### src/rtl/ser_frame.sv
// ser_frame: flow-controlled parallel-to-serial converter with a one-word
// holding buffer and frame start/end markers.
module ser_frame #(
    parameter int DATA_W    = 32,
    parameter bit LSB_FIRST = 1'b1
) (
    input  logic              clock,
    input  logic              rst,
    input  logic              enable,
    input  logic [DATA_W-1:0] din,
    input  logic              din_valid,
    output logic              din_ready,
    output logic              dout,
    output logic              dout_valid,
    output logic              frame_start,
    output logic              frame_end,
    output logic              busy
);

    localparam int CW = $clog2(DATA_W);
    localparam logic [CW-1:0] LAST = CW'(DATA_W - 1);

    logic [DATA_W-1:0] hold;
    logic              hold_full;
    logic [DATA_W-1:0] word;
    logic              active;
    logic [CW-1:0]     cnt;

    logic              last_bit;
    logic              advance;
    logic              accept;
    logic              load;
    logic [CW-1:0]     idx;

    assign last_bit = (cnt == LAST);
    assign advance  = active & enable;
    assign accept   = din_valid & ~hold_full;
    // An idle shifter pulls the held word regardless of enable; a running
    // one only takes it as its last bit leaves so words abut.
    assign load     = hold_full & (~active | (advance & last_bit));

    // Holding buffer: capture on handshake, release on load.
    always_ff @(posedge clock or posedge rst) begin
        if (rst) begin
            hold      <= '0;
            hold_full <= 1'b0;
        end else if (accept) begin
            hold      <= din;
            hold_full <= 1'b1;
        end else if (load) begin
            hold_full <= 1'b0;
        end
    end

    // Shift stage: load, advance or wrap the bit counter; stall when disabled.
    always_ff @(posedge clock or posedge rst) begin
        if (rst) begin
            word   <= '0;
            active <= 1'b0;
            cnt    <= '0;
        end else if (load) begin
            word   <= hold;
            active <= 1'b1;
            cnt    <= '0;
        end else if (advance) begin
            if (last_bit) begin
                active <= 1'b0;
                cnt    <= '0;
            end else begin
                cnt <= cnt + CW'(1);
            end
        end
    end

    // Bit position within the word for the current count.
    always_comb begin
        idx = cnt;
        if (!LSB_FIRST)
            idx = LAST - cnt;
    end

    assign din_ready   = ~hold_full;
    assign dout_valid  = advance;
    assign dout        = advance & word[idx];
    assign frame_start = advance & (cnt == '0);
    assign frame_end   = advance & last_bit;
    assign busy        = active | hold_full;

endmodule

### config.mk
export PLATFORM = sky130hd
export DESIGN_NAME = ser_frame
export DESIGN_NICKNAME = d
export VERILOG_FILES = /design/src/rtl/ser_frame.sv
export SDC_FILE = /design/constraint.sdc
export NUM_CORES = 1
export LEC_CHECK = 0
export BUFFER_PORTS_ARGS = -buffer_cell sky130_fd_sc_hd__buf_2
export CORE_MARGIN = 2
export CORE_UTILIZATION = 36
export CTS_CLUSTER_DIAMETER = 100
export DETAILED_ROUTE_END_ITERATION = 7
export HOLD_SLACK_MARGIN = 0.02
export PLACE_DENSITY = 0.62
export SLEW_MARGIN = 20
export SYNTH_ARGS = -nofsm -noshare
export SYNTH_HDL_FRONTEND = slang
export SYNTH_SLANG_ARGS = --single-unit
### constraint.sdc
create_clock -name clock -period 4.6 [get_ports clock]
set_input_delay 0 -clock clock [delete_from_list [all_inputs] [get_ports clock]]
set_output_delay 0 -clock clock [all_outputs]
set_load 0.01 [all_outputs]
# Yosys cells after proc, flatten, opt, wreduce, memory -nomap -nowiden
# Cells that the tools add are included.
# W data, S select, Z words.
[totals]
ff_bits = 71
out_inout_bits = 6
word_cells = 33
[classes]
addsub = 1
order_cmp = 1
eq_ne = 1
muxes = 10
n_bitwise = 10
n_reduce_logical = 5
[op_table]
columns = ["operator", "count"]
rows = [
  ["$mux W5", 3],
  ["$and A1 B1 Y1", 6],
  ["$lt A5 B6 Y1 const B", 1],
  ["$mux W1", 6],
  ["$reduce_bool A2 Y1", 3],
  ["$add A5 B1 Y5 const B", 1],
  ["$bmux W1 S5", 1],
  ["$eq A5 B5 Y1 const B", 1],
  ["$logic_not A5 Y1", 1],
  ["$not A1 Y1", 2],
  ["$or A1 B1 Y1", 2],
  ["$reduce_and A2 Y1", 1],
]

# Depth between registers and ports, before layout
[logic_depth]
depth_word = 6
mapped_depth = 9
ltp_nobuf = 7

# Worst setup path after synthesis
# No wires, ideal clock.
[synth_path]
path_type = "register to register"
startpoint = "register cnt[2]"
endpoint = "register word[10]"
setup_ps = 125
t_arrival_ps = 1920
path_slack_ps = 2555
path_stages_with_launch = 10
path_cell_list = "dfrtp_1 -> buf_2 -> buf_2 -> and3_1 -> ha_1 -> nand2_1 -> nand2_1 -> nand2_1 -> buf_2 -> mux2_2"
[synth_between]
elab_chain_cells = 4
[synth_lines]
columns = ["item", "line", "text"]
rows = [
  ["from (decl)", "27", "logic [CW-1:0] cnt;"],
  ["from (signal assigned)", "70", "cnt <= cnt + CW'(1);"],
  ["$eq A5 B5 Y1", "35", "assign last_bit = (cnt == LAST);"],
  ["$and A1 B1 Y1", "40", "assign load = hold_full & (~active | (advance & last_bit));"],
  ["$or A1 B1 Y1", "40", ""],
  ["$and A1 B1 Y1", "40", ""],
  ["to (signal assigned)", "62", "word <= hold;"],
  ["to (decl)", "25", "logic [DATA_W-1:0] word;"],
]
# Every way passes these cells.
# A chain may end at the register's enable or synchronous reset.

# Final worst setup path
[layout_path]
startpoint = "register cnt[0]"
endpoint = "register word[9]"
# Same word-level chain as after synthesis.

==> results <==
- Summing internal, switching and leakage power gives 0.002024 W.
- STA classifies the critical path endpoint as a flip-flop.
- The worst setup slack after placement is 1.631 ns.
- Setup slack on the critical path of the routed design comes to 1.632 ns.
- The main combinational cell family by area after synthesis is multiplexers.
- Yosys printed 0 warnings.
- The static leakage power is 1.917 nW.
- The floorplan step set the die height to 97.33 um.
- Internal power comes to 0.001475 W.
- The worst-case IR drop observed on VDD is 0.0002192 V.
- In the routed design, unresolved DRC markers number 0.
- Setup repair after global routing left no endpoint under its margin.
- The synthesized netlist devotes 0% of its cell area to XOR and XNOR gates.
- Of the available clock period, the critical path in the final layout requires 64.52%.
- The HPWL reported at the end of detailed placement is 3763 um.
- The initial standard-cell utilization of the core is 36.49%.
- In this run the horizontal extent of the chip is 97.33 um.
- The power share of the combinational group is 22.6%.
- Clock-pin slew was measured on the worst setup and hold paths at 0.07 ns.
- The clock group share of total power is 26.4%.
- In this run, synthesis produced a sequential element count of 71.
- The total power density per cell area is 508.1 mW/mm^2.
- The repair_antennas step left the layout with diodes totalling 0.
- TritonCTS built the clock tree.
- The first-pass iteration count of the detailed router is 6.
- The post-detailed-route count of antenna-violating nets is 0.
- The cell count after placement is 358.
- The clock passes through at most 2 buffers.
- Summing over every cut layer, the via total after detailed routing is 1988.
- At the worst endpoint, the required time is 4.81 ns.
- The H-tree depth reported by CTS is 3.
- The number of hold violations in the final report came to 0.
- The number of antenna violations at the first check in global routing is 0.
- After synthesis, flip-flops and latches occupy 56.66% of the total area.
- The worst hold path class is input pin to flip-flop.
- The post-synthesis instance area is 0.003136 mm^2.
- The post-cts resize count is 0.
- STA classifies the critical path startpoint as a flip-flop.
- At the end of the flow, the number of nets in the layout was 335.
- The largest driver fanout on the critical path is 17.
- The worst setup path is of the flip-flop to flip-flop kind.
- The run finished with clean final reports.
- The arrival time reported for the critical path endpoint is 3.18 ns.
- The placeable core region is 0.008593 mm^2.
- The max-slew violation count is 0.
- Counting flops with an async set or reset pin after synthesis yields a share of 100.0%.
- The synthesized netlist net count is 260.
- At the pin with the least slew margin, the transition time is 0.8734 ns.
- For this design the top-level I/O count stands at 42.
- The most used flip-flop cell after synthesis is sky130_fd_sc_hd__dfrtp_1.
- Based on the critical path, the design can be clocked at up to 336.9 MHz.
- The area fraction in and, or, nand and nor cells after synthesis is 4.988%.
- Summed over all failing endpoints, the final setup total negative slack is 0 ns.
- Setup violations remaining at the end of the flow were counted as 0.
- The power spent charging and discharging nets is 0.0005486 W.
- The placer congestion estimate is 0.7761.
- The first-pass GRT wire length is 9887 um.
- The final critical path time including I/O delays and setup is 2.968 ns.
- The sequential share of power is 51.0%.
- After clock tree synthesis, the flow added hold-fix buffers numbering 35.
- The maximum clock skew at final layout is 0.007285 ns.
- Clock tree synthesis found a total of 71 sinks.
- The number of setup buffers added after CTS is 0.
- The later pin in the worst-skew pair is clocked with a latency of 0.34 ns.
- The synthesized area divided by synthesized cell count is 14.19 um^2.
- In this run, the number of DRC markers left after iteration 0 of detailed routing was 65.
- The multiplexer area fraction after synthesis is 28.93%.
- After global routing the overflow that remains totals 0.
- The total CTS buffers is 9.
- The die covers 0.009472 mm^2.
- The cell count after synthesis came out at 221.
- The number of enable-type register cells in the synthesized netlist is 0.
- The via count of the first global-routing pass is 2010.
- After Yosys synthesis, full adders, half adders and majority gates account for 1.197% of the synthesized area.
- The proportion of layout cells with a drive suffix above 1 is 42.33%.
- The largest net degree at the start of global routing is 72.
- The root buffer cell chosen for the clock tree is sky130_fd_sc_hd__clkbuf_8.
- The worst hold slack is 0.4052 ns.
- The number of vias per cell after detailed routing is 4.873.
- Row generation in the floorplan step produced 34 rows.
- The number of distinct library cells after synthesis is 35.
- After detailed routing, the total wire length is 5775 um.
- The max-cap check violation count is 0.
- The synthesized netlist devotes 4.549% of its cell area to compound gates.
- The relative max-transition margin is 41.78%.
- The area growth from synthesis to layout is 27.02%.
- For this run, the number of standard cells in the final layout without fillers is 408.
- Buffers placed on the I/O ports in this run total 41.
- The average routed wire per standard cell is 14.15 um.
- Global routing consumed, over all layers together, 12.99% of the routing resources.
- Net switching is 27.11% of the power.
[Yosys cell counts (4+ instances only)]
cell | count | area share [%]
sky130_fd_sc_hd__buf_2 | 8 | 1.3
sky130_fd_sc_hd__nand3_1 | 5 | 0.80
sky130_fd_sc_hd__clkbuf_1 | 5 | 0.60
sky130_fd_sc_hd__nand2_1 | 6 | 0.72
sky130_fd_sc_hd__inv_1 | 9 | 1.1
sky130_fd_sc_hd__o21ai_0 | 6 | 0.96
sky130_fd_sc_hd__dfrtp_1 | 71 | 57
sky130_fd_sc_hd__mux2i_1 | 4 | 1.3
sky130_fd_sc_hd__mux2_2 | 62 | 22
sky130_fd_sc_hd__nor2_1 | 4 | 0.48
[flip-flops by register name, summed over array words and instances, names as in the netlist]
name       count
hold          32
word          32
cnt            5
active         1
hold_full      1
[kinds of logic (layout without fill, tap and decap cells)]
kind of cell | Yosys count | after routing
AOI/OAI and AO/OA | 20 | 20
adders and majority gates | 3 | 3
buffers and inverters | 24 | 103
DFF | 71 | 71
muxes | 74 | 74
and+or+nand+nor | 29 | 29
[path summary, 6_finish.rpt]
kind,startpoint,endpoint,slack [ns],cells after the start
worst max-delay path,cnt[0]$_DFFE_PP0P_,word[9]$_DFFE_PP0N_,1.63,8
worst min-delay path,din[23],hold[23]$_DFFE_PP0P_,0.41,3
worst max register to register,cnt[0]$_DFFE_PP0P_,word[9]$_DFFE_PP0N_,1.63,8
worst min register to register,hold[23]$_DFFE_PP0P_,hold[23]$_DFFE_PP0P_,0.49,1
max in group asynchronous,rst,word[30]$_DFFE_PP0N_,3.57,4
min in group asynchronous,rst,hold[13]$_DFFE_PP0P_,0.48,4
[critical path, cell delays in order (launching register included)]
cell	delay (ns)
sky130_fd_sc_hd__dfrtp_1	0.61
sky130_fd_sc_hd__ha_1	0.34
sky130_fd_sc_hd__and3_1	0.19
sky130_fd_sc_hd__ha_1	0.27
sky130_fd_sc_hd__nand2_1	0.10
sky130_fd_sc_hd__nand2_1	0.06
sky130_fd_sc_hd__nand2_1	0.54
sky130_fd_sc_hd__buf_4	0.37
sky130_fd_sc_hd__mux2_2	0.37
[layout make-up]
cell class,instances,area (um^2)
multi-input combinational,126,1246
fill,801,4611
sequential,71,1777
tap,108,135.1
clock inverter,3,67.56
timing repair buffer,79,578.1
inverter,9,33.78
clock buffer,12,145.1
[placed cells by master, fill, tap and decap left out, types with 4 or more instances in the layout]
cell,n
sky130_fd_sc_hd__clkbuf_8,10
sky130_fd_sc_hd__nor2_1,4
sky130_fd_sc_hd__mux2_2,62
sky130_fd_sc_hd__nand3_1,5
sky130_fd_sc_hd__mux2i_1,4
sky130_fd_sc_hd__o21ai_0,6
sky130_fd_sc_hd__dfrtp_1,71
sky130_fd_sc_hd__inv_1,8
sky130_fd_sc_hd__buf_2,41
sky130_fd_sc_hd__nand2_1,6
sky130_fd_sc_hd__dlygate4sd3_1,35
[metrics by stage]
stage	utilization (%)	instance area, um^2
after floorplan	-	3136
after global placement	39.79	3420
after detailed placement	39.79	3420
after CTS	46.35	3983
after global routing	46.35	3983
final	46.35	3983
[per-layer routing]
metal	GRT usage, %	up-vias	routed length (um)
met4	4.915	0	68
met3	3.525	7	220
met5	0	-	0
li1	-	947	-
met2	19.12	37	2710
met1	18.46	997	2775
[power by group through the flow]
stage | registers (W) | clock network, W | logic [W]
floorplan | 0.000946 | 0 | 0.000409
global placement | 0.00104 | 0 | 0.000422
detailed placement | 0.00105 | 0 | 0.000436
CTS | 0.00104 | 0.000552 | 0.000462
global route | 0.00107 | 0.000579 | 0.000508
finish | 0.00103 | 0.000534 | 0.000457
No activity file was read; power rests on OpenSTA's default activity.
